[src/rtl/axis_sort_scheduler.sv]
`default_nettype none
// ============================================================================
// Module   : axis_sort_scheduler
// Brief    : Frame-level round-robin sharing of one sorter among N_SRC streams,
//            tagging sorter output with the source id. L_SORT_SCHED_TRUNC_EN
//            adds MAX_BEATS frame truncation with a drain state.
// Revision : 1.0 - initial release
// ============================================================================
module axis_sort_scheduler #(
    parameter int  C_AXIS_TDATA_WIDTH = 32,
    parameter int  N_SRC              = 4,
    parameter int  MAX_INFLIGHT       = 2,
    parameter int  MAX_BEATS          = 1024,
    localparam int ID_W               = (N_SRC > 1) ? $clog2(N_SRC) : 1,
    localparam int INFL_W             = $clog2(MAX_INFLIGHT + 1)
) (
    input  logic                                aclk,
    input  logic                                aresetn,
    input  logic [N_SRC*C_AXIS_TDATA_WIDTH-1:0] s_axis_tdata,
    input  logic [N_SRC-1:0]                    s_axis_tvalid,
    input  logic [N_SRC-1:0]                    s_axis_tlast,
    output logic [N_SRC-1:0]                    s_axis_tready,
    output logic [C_AXIS_TDATA_WIDTH-1:0]       srt_s_axis_tdata,
    output logic                                srt_s_axis_tvalid,
    output logic                                srt_s_axis_tlast,
    input  logic                                srt_s_axis_tready,
    input  logic [C_AXIS_TDATA_WIDTH-1:0]       srt_m_axis_tdata,
    input  logic                                srt_m_axis_tvalid,
    input  logic                                srt_m_axis_tlast,
    output logic                                srt_m_axis_tready,
    output logic [C_AXIS_TDATA_WIDTH-1:0]       m_axis_tdata,
    output logic                                m_axis_tvalid,
    output logic                                m_axis_tlast,
    output logic [ID_W-1:0]                     m_axis_tdest,
    input  logic                                m_axis_tready,
    output logic [INFL_W-1:0]                   inflight,
    output logic                                err_orphan,
    output logic                                err_trunc
);

    localparam int c_ptr_w = (MAX_INFLIGHT > 1) ? $clog2(MAX_INFLIGHT) : 1;
    localparam int c_w     = C_AXIS_TDATA_WIDTH;

`ifdef L_SORT_SCHED_TRUNC_EN
    typedef enum logic [1:0] {ST_ARB = 2'd0, ST_XFER = 2'd1, ST_DRAIN = 2'd2} state_t;
`else
    typedef enum logic [1:0] {ST_ARB = 2'd0, ST_XFER = 2'd1} state_t;
`endif

    state_t              r_state;
    logic [ID_W-1:0]     r_grant_id;
    logic [ID_W-1:0]     r_last_grant;
    logic [ID_W-1:0]     r_fifo [MAX_INFLIGHT];
    logic [c_ptr_w-1:0]  r_wr_ptr;
    logic [c_ptr_w-1:0]  r_rd_ptr;
    logic [INFL_W-1:0]   r_count;
    logic                r_err_orphan;

    logic                w_req_found;
    logic [ID_W-1:0]     w_req_id;
    logic                w_grant;
    logic                w_fifo_empty;
    logic                w_pop;
    logic [c_w-1:0]      w_src_data;
    logic                w_src_valid;
    logic                w_src_last;
    logic                w_at_limit;
    logic                w_in_hs;

`ifdef L_SORT_SCHED_TRUNC_EN
    localparam int c_beat_w = (MAX_BEATS > 1) ? $clog2(MAX_BEATS) : 1;
    logic [c_beat_w-1:0] r_beat_cnt;
    logic                r_err_trunc;

    assign w_at_limit = (r_beat_cnt == c_beat_w'(MAX_BEATS - 1));
    assign err_trunc  = r_err_trunc;
`else
    assign w_at_limit = 1'b0;
    assign err_trunc  = 1'b0;
`endif

    function automatic logic [c_ptr_w-1:0] f_ptr_inc(input logic [c_ptr_w-1:0] p);
        return (p == c_ptr_w'(MAX_INFLIGHT - 1)) ? '0 : p + 1'b1;
    endfunction

    // Rotating priority: first requester after the previous winner
    always_comb begin
        w_req_found = 1'b0;
        w_req_id    = '0;
        for (int k = 1; k <= N_SRC; k++) begin
            if (!w_req_found && s_axis_tvalid[(int'(r_last_grant) + k) % N_SRC]) begin
                w_req_found = 1'b1;
                w_req_id    = ID_W'((int'(r_last_grant) + k) % N_SRC);
            end
        end
    end

    assign w_fifo_empty = (r_count == '0);
    assign w_grant      = (r_state == ST_ARB) && w_req_found && (r_count < INFL_W'(MAX_INFLIGHT));
    assign w_src_data   = s_axis_tdata[int'(r_grant_id)*c_w +: c_w];
    assign w_src_valid  = s_axis_tvalid[r_grant_id];
    assign w_src_last   = s_axis_tlast[r_grant_id];
    assign w_in_hs      = (r_state == ST_XFER) && w_src_valid && srt_s_axis_tready;

    always_comb begin
        srt_s_axis_tdata  = w_src_data;
        srt_s_axis_tvalid = 1'b0;
        srt_s_axis_tlast  = 1'b0;
        s_axis_tready     = '0;
        case (r_state)
            ST_XFER: begin
                srt_s_axis_tvalid         = w_src_valid;
                srt_s_axis_tlast          = w_src_last | w_at_limit;
                s_axis_tready[r_grant_id] = srt_s_axis_tready;
            end
`ifdef L_SORT_SCHED_TRUNC_EN
            ST_DRAIN: s_axis_tready[r_grant_id] = 1'b1;
`endif
            default: ;
        endcase
    end

    always_ff @(posedge aclk) begin
        if (!aresetn) begin
            r_state      <= ST_ARB;
            r_grant_id   <= '0;
            r_last_grant <= ID_W'(N_SRC - 1);
`ifdef L_SORT_SCHED_TRUNC_EN
            r_beat_cnt   <= '0;
            r_err_trunc  <= 1'b0;
`endif
        end else begin
            case (r_state)
                ST_ARB: begin
                    if (w_grant) begin
                        r_grant_id   <= w_req_id;
                        r_last_grant <= w_req_id;
                        r_state      <= ST_XFER;
`ifdef L_SORT_SCHED_TRUNC_EN
                        r_beat_cnt   <= '0;
`endif
                    end
                end
                ST_XFER: begin
                    if (w_in_hs) begin
`ifdef L_SORT_SCHED_TRUNC_EN
                        r_beat_cnt <= r_beat_cnt + 1'b1;
                        if (w_at_limit && !w_src_last) begin
                            r_err_trunc <= 1'b1;
                            r_state     <= ST_DRAIN;
                        end else if (w_at_limit || w_src_last) begin
                            r_state <= ST_ARB;
                        end
`else
                        if (w_src_last) r_state <= ST_ARB;
`endif
                    end
                end
`ifdef L_SORT_SCHED_TRUNC_EN
                ST_DRAIN: begin
                    if (w_src_valid && w_src_last) r_state <= ST_ARB;
                end
`endif
                default: r_state <= ST_ARB;
            endcase
        end
    end

    // Id FIFO: one entry per frame granted and not yet fully emitted
    assign w_pop = !w_fifo_empty && srt_m_axis_tvalid && m_axis_tready && srt_m_axis_tlast;

    always_ff @(posedge aclk) begin
        if (!aresetn) begin
            r_wr_ptr     <= '0;
            r_rd_ptr     <= '0;
            r_count      <= '0;
            r_err_orphan <= 1'b0;
        end else begin
            if (w_grant) r_wr_ptr <= f_ptr_inc(r_wr_ptr);
            if (w_pop)   r_rd_ptr <= f_ptr_inc(r_rd_ptr);
            case ({w_grant, w_pop})
                2'b10:   r_count <= r_count + 1'b1;
                2'b01:   r_count <= r_count - 1'b1;
                default: ;
            endcase
            if (w_fifo_empty && srt_m_axis_tvalid) r_err_orphan <= 1'b1;
        end
    end

    always_ff @(posedge aclk) begin
        if (w_grant) r_fifo[r_wr_ptr] <= w_req_id;
    end

    // With nothing in flight, sorter output is swallowed rather than stalled
    assign m_axis_tdata      = srt_m_axis_tdata;
    assign m_axis_tvalid     = !w_fifo_empty && srt_m_axis_tvalid;
    assign m_axis_tlast      = !w_fifo_empty && srt_m_axis_tlast;
    assign m_axis_tdest      = w_fifo_empty ? '0 : r_fifo[r_rd_ptr];
    assign srt_m_axis_tready = w_fifo_empty || m_axis_tready;
    assign inflight          = r_count;
    assign err_orphan        = r_err_orphan;

endmodule
`default_nettype wire

[config.mk]
export PLATFORM = sky130hd
export DESIGN_NAME = axis_sort_scheduler
export DESIGN_NICKNAME = d
export VERILOG_FILES = /design/src/rtl/axis_sort_scheduler.sv
export SDC_FILE = /design/constraint.sdc
export NUM_CORES = 1
export LEC_CHECK = 0
export ABC_AREA = 1
export ABC_CLOCK_PERIOD_IN_PS = 1700
export BUFFER_PORTS_ARGS = -buffer_cell sky130_fd_sc_hd__buf_2
export CAP_MARGIN = 20
export CORE_AREA = 2 2 98 100
export DETAILED_ROUTE_END_ITERATION = 10
export DIE_AREA = 0 0 100 102
export PLACE_DENSITY_LB_ADDON = 0.25
export SLEW_MARGIN = 10
export SYNTH_ARGS = -nofsm -noshare
export SYNTH_HDL_FRONTEND = slang
export SYNTH_SLANG_ARGS = --single-unit
[constraint.sdc]
create_clock -name aclk -period 1.7 [get_ports aclk]
set_input_delay 0.34 -clock aclk [delete_from_list [all_inputs] [get_ports aclk]]
set_output_delay 0.34 -clock aclk [all_outputs]
set_load 0.01 [all_outputs]
==> summary.txt, run 1 <==
Max Cap Viol: 0
Pre-antenna DRT Iters: 4
EDFF count, synth: 4
total number of vias: 2702
Die W: 100 um
CTS buffer count: 3
gpl congestion: 0.810
CP required: 1.36 ns
Hold Buf Count CTS: 0
DRC viols: 0
Worst Setup Path Type: reg -> out
post-synthesis sequential area ratio: 17.2%
Worst-Skew Late Latency: 0.26 ns
CP endpoint kind: output pin
critical path launch point type: flop
Seq cells post-synth: 15
Mapped Avg Cell Area: 6.55 um2
sw frac: 49.9%
Post-Route WL: 9.07 mm
Hold Path Sink: r_last_grant[1]
DP Worst Slack: -0.0447 ns
first-pass GRT wire length: 12.7 mm
hold path cells: 2
chip height: 102 um
P_sw: 2.93 mW
post-synth cell types: 35
CP max FO: 7
crit path time final: 1.74 ns
Worst Hold Launch: aresetn
Met1 Wirelength: 3.99 mm
yosys warns: 0
crit share post-route: 103%
setup ws final: -0.0442 ns
Comb pwr share: 82.8%
Max VDD drop: 0.575 mV
routed wl met2: 4.44 mm
wire per inst: 15.6 um
layout cell share with drive strength beyond 1: 67.1%
setup TNS: -0.560 ns
placed cell count: 568
Max Slew Vio Count: 0
GRT Total Usage: 16.1%
CTS tree: yes
routed wl met3: 573 um
reg2reg end: inflight[1]
Leak Pwr: 1.77 nW
Vias/cell: 4.66
status: complete, but fails checks
Initial Utilization: 21.8%
Post-synth ARST share: 0%
Port Buffers: 187
Worst-path clk slew: 0.06 ns
Final setup violation count: 28
HPWL after DPL: 7.34 mm
P_int: 2.95 mW
1st-iter DRT viols: 46
Clock Tree Buf Depth: 2
Main synth FF type: dfxtp_1
failing checks: setup timing
final hold slack: 0.306 ns
worst path arrival time: 1.40 ns
core box area: 9110 um2
Ports: 253
Final #Nets: 644
vias in the first global route: 2557
H-tree depth: 1
Fin. Hold Viols: 0
RSZ-0062 raised after global routing: true
P per Cell Area: 1680 nW/um2
synthesized area: 1980 um2
Final Skew: 0.00322 ns
Rows: 35
Clk pwr share: 5.1%
total power: 5.87 mW
worst reg2reg setup slack: -0.04 ns
Overflow after GRT: 0
clk sink count: 15
Post-DRT Antenna Nets: 0
Synthesized Nets: 478
Syn-to-layout area delta: 76.3%
initial antenna violation count: 0
Hold Crit Class: in -> reg
maximum clock rate: 573 MHz
clock root cell: clkbuf_8
largest net degree at the start of global routing: 19
Non-Filler Instances: 580
DIE AREA: 10200 um2
Top Layer Used: met4
Post-Synthesis Cells: 303
reg2reg start: r_last_grant[0]
Flop pwr share: 12.1%
path depth of the worst reg2reg path: 12
-- placed cells by master (no fill, tap or decap), drive strengths merged --
master / instances
a21o: 1
xor2: 2
edfxtp: 4
conb: 1
dfxtp: 11
a31oi: 2
nand3: 22
o22ai: 1
clkinv: 1
buf: 207
nand4: 1
a22oi: 55
nor3: 2
ha: 1
and3: 1
o21ai: 2
or2: 1
diode: 1
a21oi: 8
clkbuf: 4
nor2: 23
inv: 23
nand2: 95
-- what timing repair did --
action                     CTS  global route
pin swaps                    7            21
setup buffers                0             3
setup endpoints to repair   39            40
gates cloned                 3             1
gates resized for setup     65            62
-- state kept, by name, indices dropped and copies added (netlist names), named ones only --
| register | cells |
|---|---|
| err_orphan | 1 |
| inflight | 2 |
| r_fifo | 4 |
| r_grant_id | 2 |
| r_last_grant | 2 |
| r_rd_ptr | 1 |
| r_state | 1 |
| r_wr_ptr | 1 |
-- worst max path at each step --
stage / startpoint / endpoint / slack, ns / cells after the start
detailed placement: s_axis_tvalid[3] / inflight[1] / -0.04 / 12
CTS: r_grant_id[0] / srt_s_axis_tdata[9] / -0.06 / 5
global route: r_grant_id[1] / srt_s_axis_tdata[13] / -0.12 / 7
finish: r_grant_id[1] / srt_s_axis_tdata[18] / -0.04 / 7
floorplan: r_last_grant[0] / inflight[1] / 0.04 / 11
global placement: s_axis_tvalid[1] / inflight[1] / -0.02 / 12
-- final cells by class --
class / instances / area [um2]
clock buffers: 3 / 41.3
flip-flops and latches: 15 / 350
fillers: 990 / 5610
multi-input cells: 218 / 1550
repair buffers: 208 / 1300
clock inverters: 1 / 5.00
inverters: 23 / 104
diodes: 1 / 2.50
well taps: 111 / 139
-- power groups by stage --
stage / combinational, mW / clock [mW] / sequential (mW)
after floorplan: 2.45 / 0 / 0.652
after global placement: 3.74 / 0 / 0.670
after detailed placement: 3.80 / 0 / 0.677
after CTS: 4.30 / 0.314 / 0.708
after global routing: 5.28 / 0.332 / 0.733
final: 4.86 / 0.301 / 0.710
-- layer usage --
layer	global-route usage, %	vias to the layer above
met5	0	-
li1	-	1338
met4	3.69	0
met2	26.6	123
met1	21.6	1232
met3	3.76	9
-- cells by family after synthesis --
family                   count (synthesis)  synth area share, %
other                                    1                0.189
flip-flops                              15                 17.2
adder cells (fa/ha/maj)                  1                0.630
AND/OR/NAND/NOR                        145                 35.5
XOR/XNOR                                 2                0.883
AO/OA/AOI/OAI                           69                 25.0
buffers and inverters                   70                 20.6
-- worst max-delay path, cell delays in order (launching register included) --
cell and delay, ns:
dfxtp_4 0.37, inv_4 0.08, nor2_4 0.05, buf_12 0.14
clkbuf_16 0.16, a22oi_2 0.14, nand2_1 0.07, buf_2 0.14
-- synthesized netlist by cell type (2+ instances only) --
library cell	instances	area [um2]
nand2_1	77	289
buf_2	4	20.0
a21oi_2	2	17.5
a21oi_1	6	30.0
clkbuf_1	8	30.0
buf_4	33	248
nor2_1	20	75.1
a31oi_1	2	12.5
edfxtp_1	4	120
nand2_2	11	68.8
inv_1	19	71.3
dfxtp_1	11	220
a22oi_1	55	413
nand3_1	21	105
nand2_4	6	67.6
xor2_1	2	17.5
inv_2	2	7.51
nor2_2	2	12.5
nor3_1	2	10.0
-- through the flow --
step                      utilization [%]  cell area (um2)
after floorplan                         -             2000
after global placement               31.7             2880
after detailed placement             31.7             2880
after CTS                            34.7             3160
after global routing                 38.4             3500
final                                38.4             3500
No activity file was read; power rests on OpenSTA's default activity.
==> run 2, diff against run 1 <==
--- a/config.mk
+++ b/config.mk
@@ -9,9 +9,10 @@
 export ABC_CLOCK_PERIOD_IN_PS = 1700
 export BUFFER_PORTS_ARGS = -buffer_cell sky130_fd_sc_hd__buf_2
 export CAP_MARGIN = 20
-export CORE_AREA = 2 2 98 100
+export CELL_PAD_IN_SITES_DETAIL_PLACEMENT = 0
+export CELL_PAD_IN_SITES_GLOBAL_PLACEMENT = 2
+export CORE_UTILIZATION = 12
 export DETAILED_ROUTE_END_ITERATION = 10
-export DIE_AREA = 0 0 100 102
 export PLACE_DENSITY_LB_ADDON = 0.25
 export SLEW_MARGIN = 10
 export SYNTH_ARGS = -nofsm -noshare
==> summary.txt, run 2 (synthesis gave the netlist of run 1 again) <==
status: complete, but fails checks
failing checks: setup timing
Hold Crit Class: in -> reg
clk sink count: 15 (unchanged)
Max VDD drop: 0.509 mV (-11%)
sequential cell area: 353 um2 (+0.71%)
routed wl met2: 5.35 mm (+20%)
DRC viols: 0 (unchanged)
CTS buffer count: 3 (unchanged)
placed cell area: 3110 um2 (+7.9%)
Rows: 46 (+31%)
gpl congestion: 0.693 (-14%)
crit path time final: 1.76 ns (+0.0184 ns)
Initial Utilization: 12.4% (-9.4 points)
RSZ-0062 raised after global routing: true
placed cell count: 679 (+20%)
final hold slack: 0.330 ns (+0.0233 ns)
Syn-to-layout area delta: 95.8%
CTS tree: yes
delay-heaviest family, CP: buffers and inverters
Non-Filler Instances: 704 (+21%)
antenna diode count: 0 (-1)
Worst-Skew Late Latency: 0.24 ns (-0.02 ns)
Leak Pwr: 1.92 nW (+8.7%)
worst reg2reg setup slack: -0.01 ns (+0.03 ns)
P per Cell Area: 1660 nW/um2 (-1.1%)
Worst Setup Path Type: reg -> out
GRT Total Usage: 10.1% (-6.0 points)
# fillers: 1847 (+87%)
CP max FO: 18 (+11)
routed wl met3: 535 um (-6.6%)
setup ws final: -0.0626 ns (-0.0184 ns)
Hold Buf Count CTS: 0 (unchanged)
Ports: 253 (unchanged)
initial antenna violation count: 0 (unchanged)
CP Cell Sequence: inv_4 -> nand2_4 -> inv_2 -> buf_12 -> a22oi_1 -> nand2_1 -> buf_2
Die W: 131 um (+31%)
Top Layer Used: met4
Max Cap Viol: 0 (unchanged)
H-tree depth: 1 (unchanged)
Biggest register: r_fifo
area occupied by multi-input gates: 1590 um2 (+2.1%)
Fin. Hold Viols: 0 (unchanged)
Pre-antenna DRT Iters: 4 (unchanged)
vias in the first global route: 2534 (-0.90%)
largest net degree at the start of global routing: 19 (unchanged)
Overflow after GRT: 0 (unchanged)
HPWL after DPL: 7.02 mm (-4.4%)
slowest CP cell: dfxtp_4
chip height: 131 um (+28%)
wire per inst: 13.7 um (-12%)
total number of vias: 2770 (+2.5%)
core box area: 16000 um2 (+76%)
worst path arrival time: 1.42 ns (+0.02 ns)
layout cell share with drive strength beyond 1: 68.2% (+1.1 points)
Final #Nets: 664 (+3.1%)
maximum clock rate: 567 MHz (-1.0%)
most common cell after layout, fill and taps aside: buf_2
slowest cell delay on critical path: 0.40 ns (+0.03 ns)
Final Cell Area: 3880 um2 (+11%)
Port Buffers: 187 (unchanged)
Final Skew: 0.00157 ns (-0.00164 ns)
1st-iter DRT viols: 88 (+91%)
Worst-path clk slew: 0.05 ns (about the same)
Met1 Wirelength: 3.69 mm (-7.5%)
first-pass GRT wire length: 13.2 mm (+3.4%)
Clock Tree Buf Depth: 2 (unchanged)
CP endpoint kind: output pin
clock root cell: clkbuf_16
most frequent cells in the layout: 186 x buf_2, 69 x nand2_1, 43 x a22oi_2, 19 x buf_4, 18 x nand3_1
Vias/cell: 3.93 (-16%)
Largest register FFs: 4 (unchanged)
Post-DRT Antenna Nets: 0 (unchanged)
CP required: 1.36 ns (about the same)
Final setup violation count: 32 (+14%)
DIE AREA: 17100 um2 (+67%)
crit share post-route: 104% (+1.1 points)
Max Slew Vio Count: 0 (unchanged)
Post-Route WL: 9.65 mm (+6.4%)
critical path launch point type: flop
crit path buf inv count: 4 (unchanged)
run 2: changes by cell type in the layout (fill, tap and decap cells not counted), moves of 5 or more:
| cell | change |
|---|---|
| buf_4 | +10 |
| a22oi_1 | -9 |
| buf_2 | +13 |
| buf_12 | +5 |
| buf_6 | -8 |
| nand2_2 | -6 |
| a22oi_2 | +9 |
run 2: repair_timing:
action	CTS	global route
setup endpoints to repair	39	41
cloned	3	2
resized for setup	40	59
buffers inserted	11	6
pin swaps	7	16
run 2: power breakdown:
| group | switching [mW] | internal (mW) |
|---|---|---|
| logic | 2.75 | 2.53 |
| clock network | 0.135 | 0.317 |
| registers | 0.139 | 0.573 |
| total | 3.03 | 3.42 |
run 2: layout make-up:
cell class              instances  share of cell area, %
well taps                     216                   6.96
flip-flops and latches         15                   9.08
repair buffers                228                   38.5
clock buffers                   4                   2.03
multi-input cells             218                   40.8
inverters                      23                   2.67
run 2: stage by stage:
step | power, mW | setup TNS (ns) | util (%) | worst slack, ns
final | 6.45 | -0.965 | 24.3 | -0.0626
after global routing | 6.98 | -3.43 | 24.3 | -0.137
after CTS | 5.96 | -1.94 | 22.1 | -0.0823
after detailed placement | 4.62 | -0.411 | 19.4 | -0.0501
after global placement | 4.65 | -0.0502 | 19.4 | -0.0211
after floorplan | 3.10 | 0 | - | 0.0399
run 2: routing by layer:
layer  global-route usage (%)  vias to the layer above
li1                         -                     1381
met1                     11.6                     1262
met2                     19.6                      119
met3                     2.12                        8
met4                     1.28                        0
met5                        0                        -
run 2: final timing paths:
check / start / depth (start not counted) / endpoint
worst min register to register: err_orphan / 2 / err_orphan
worst max-delay path: r_grant_id[1] / 7 / srt_s_axis_tdata[6]
worst max register to register: r_last_grant[0] / 13 / inflight[1]
worst min-delay path: aresetn / 2 / r_last_grant[0]
==> run 3, diff against run 2 <==
--- a/config.mk
+++ b/config.mk
@@ -14,6 +14,8 @@
 export CORE_UTILIZATION = 12
 export DETAILED_ROUTE_END_ITERATION = 10
 export PLACE_DENSITY_LB_ADDON = 0.25
+export REMOVE_ABC_BUFFERS = 1
+export SKIP_CTS_REPAIR_TIMING = 1
 export SLEW_MARGIN = 10
 export SYNTH_ARGS = -nofsm -noshare
 export SYNTH_HDL_FRONTEND = slang
==> summary.txt, run 3 (synthesis gave the netlist of run 1 again) <==
Final Skew: 0.00160 ns (+0.0000268 ns)
clk sink count: 15 (unchanged)
initial antenna violation count: 0 (unchanged)
CTS buffer count: 3 (unchanged)
worst path arrival time: 1.43 ns (about the same)
most frequent cells in the layout: 187 x buf_2, 73 x nand2_1, 28 x a22oi_1, 27 x a22oi_2
Flop pwr share: 11.9% (+0.9 points)
Post-DRT Antenna Nets: 0 (unchanged)
Comb pwr share: 80.6% (-1.4 points)
1st-iter DRT viols: 84 (-4.5%)
Hold Crit Class: in -> reg
CP required: 1.36 ns (about the same)
HPWL after DPL: 8.19 mm (+17%)
final core utilization: 22.8% (-1.5 points)
Worst Hold Launch: aresetn
largest net degree at the start of global routing: 23 (+4)
P_int: 3.13 mW (-8.4%)
reg2reg end: inflight[1]
Initial Utilization: 12.4% (unchanged)
Port Buffers: 187 (unchanged)
layout cell share with drive strength beyond 1: 63.7% (-4.5 points)
CP endpoint kind: output pin
failing checks: setup timing
Leak Pwr: 1.84 nW (-4.3%)
Clk pwr share: 7.6% (+0.6 points)
Max Cap Viol: 0 (unchanged)
CP max FO: 4 (-14)
hold path cells: 2 (unchanged)
reg2reg start: r_last_grant[0]
vias in the first global route: 2615 (+3.2%)
first-pass GRT wire length: 13.4 mm (+1.9%)
Worst-path clk slew: 0.05 ns (about the same)
most common cell after layout, fill and taps aside: buf_2
Max VDD drop: 0.531 mV (+4.2%)
Pre-antenna DRT Iters: 4 (unchanged)
Largest register FFs: 4 (unchanged)
crit share post-route: 104% (+0.65 points)
Clock Tree Buf Depth: 2 (unchanged)
Die W: 131 um (unchanged)
clock root cell: clkbuf_16
wire per inst: 14.8 um (+8.2%)
H-tree depth: 1 (unchanged)
chip height: 131 um (unchanged)
Post-Route WL: 10.4 mm (+7.4%)
gpl congestion: 0.749 (+8.0%)
maximum clock rate: 564 MHz (-0.62%)
status: complete, but fails checks
Hold Path Sink: r_last_grant[1]
core box area: 16000 um2 (unchanged)
path depth of the worst reg2reg path: 12 (-1)
GRT Total Usage: 10.4% (+0.29 points)
RSZ-0062 raised after global routing: true
CTS tree: yes
Worst Setup Path Type: reg -> out
Final setup violation count: 29 (-9.4%)
Rows: 46 (unchanged)
Ports: 253 (unchanged)
placed cell count: 683 (+0.59%)
DP Worst Slack: -0.180 ns (-0.130 ns)
Overflow after GRT: 0 (unchanged)
P per Cell Area: 1650 nW/um2 (-0.52%)
placed cell area: 3120 um2 (+0.40%)
crit path time final: 1.77 ns (+0.0110 ns)
Non-Filler Instances: 699 (-0.71%)
Worst-Skew Late Latency: 0.24 ns (about the same)
sw frac: 48.0% (+1.1 points)
DRC viols: 0 (unchanged)
Final Cell Area: 3650 um2 (-6.0%)
setup ws final: -0.0736 ns (-0.0110 ns)
DIE AREA: 17100 um2 (unchanged)
Max Slew Vio Count: 0 (unchanged)
Syn-to-layout area delta: 84.0%
Vias/cell: 3.98 (+1.0%)
critical path launch point type: flop
Fin. Hold Viols: 0 (unchanged)
worst reg2reg setup slack: -0.05 ns (-0.04 ns)
Final #Nets: 658 (-0.90%)
P_sw: 2.90 mW (-4.3%)
Biggest register: r_fifo
final hold slack: 0.343 ns (+0.0130 ns)
total number of vias: 2779 (+0.32%)
[run 3: changes by cell type in the layout (fill, tap and decap cells not counted), sizes merged]
| cell | previous run | this run |
|---|---|---|
| buf | 225 | 219 |
| bufbuf | 1 | 0 |
| diode | 0 | 1 |
| inv | 22 | 23 |
[run 3: layout make-up]
cell class,instances,area (um2)
Fill cell,1842,12300
Clock buffer,3,75.1
Antenna cell,1,2.50
Clock inverter,1,5.00
Timing Repair Buffer,222,1350
Inverter,23,104
Tap cell,216,270
Multi-Input combinational cell,218,1490
Sequential cell,15,354
[run 3: worst max-delay path, stage by stage (launching register included)]
cell,delay (ns)
dfxtp_4,0.36
inv_4,0.07
nand2_4,0.05
buf_6,0.11
o22ai_2,0.16
a21o_1,0.13
inv_1,0.04
nor2_1,0.10
buf_2,0.15
[run 3: per-stage QoR]
| step | setup TNS [ns] | power, mW |
|---|---|---|
| 2_1_floorplan | -15.44 | 2.90 |
| 3_3_place_gp | -0.230 | 4.69 |
| 3_5_place_dp | -0.407 | 4.67 |
| 4_1_cts | -6.89 | 5.14 |
| 5_1_grt | -3.26 | 6.51 |
| 6_report | -0.654 | 6.03 |
[run 3: power groups by stage]
stage | combinational [mW] | sequential (mW) | clock [mW]
after floorplan | 2.22 | 0.690 | 0
after global placement | 4.02 | 0.668 | 0
after detailed placement | 4.00 | 0.671 | 0
after CTS | 4.01 | 0.665 | 0.470
after global routing | 5.29 | 0.737 | 0.489
final | 4.86 | 0.715 | 0.456
[run 3: how the worst max path moves through the flow]
stage                                 endpoint  slack [ns]       startpoint
final                        srt_s_axis_tvalid       -0.07    r_grant_id[1]
after global routing         srt_s_axis_tvalid       -0.17    r_grant_id[0]
after CTS                 srt_s_axis_tdata[28]       -0.25    r_grant_id[1]
after detailed placement           inflight[1]       -0.18  r_last_grant[0]
after global placement             inflight[1]       -0.13  r_last_grant[0]
after floorplan               srt_s_axis_tlast       -0.60    r_grant_id[1]
[run 3: routing by layer]
| metal | up-vias | part of all wire (%) | global-route usage (%) |
|---|---|---|---|
| met5 | - | 0.27 | 1.18 |
| met4 | 2 | 0.49 | 1.15 |
| met3 | 8 | 8.7 | 4.15 |
| met2 | 160 | 53 | 19.2 |
| met1 | 1243 | 38 | 11.4 |
| li1 | 1366 | - | - |
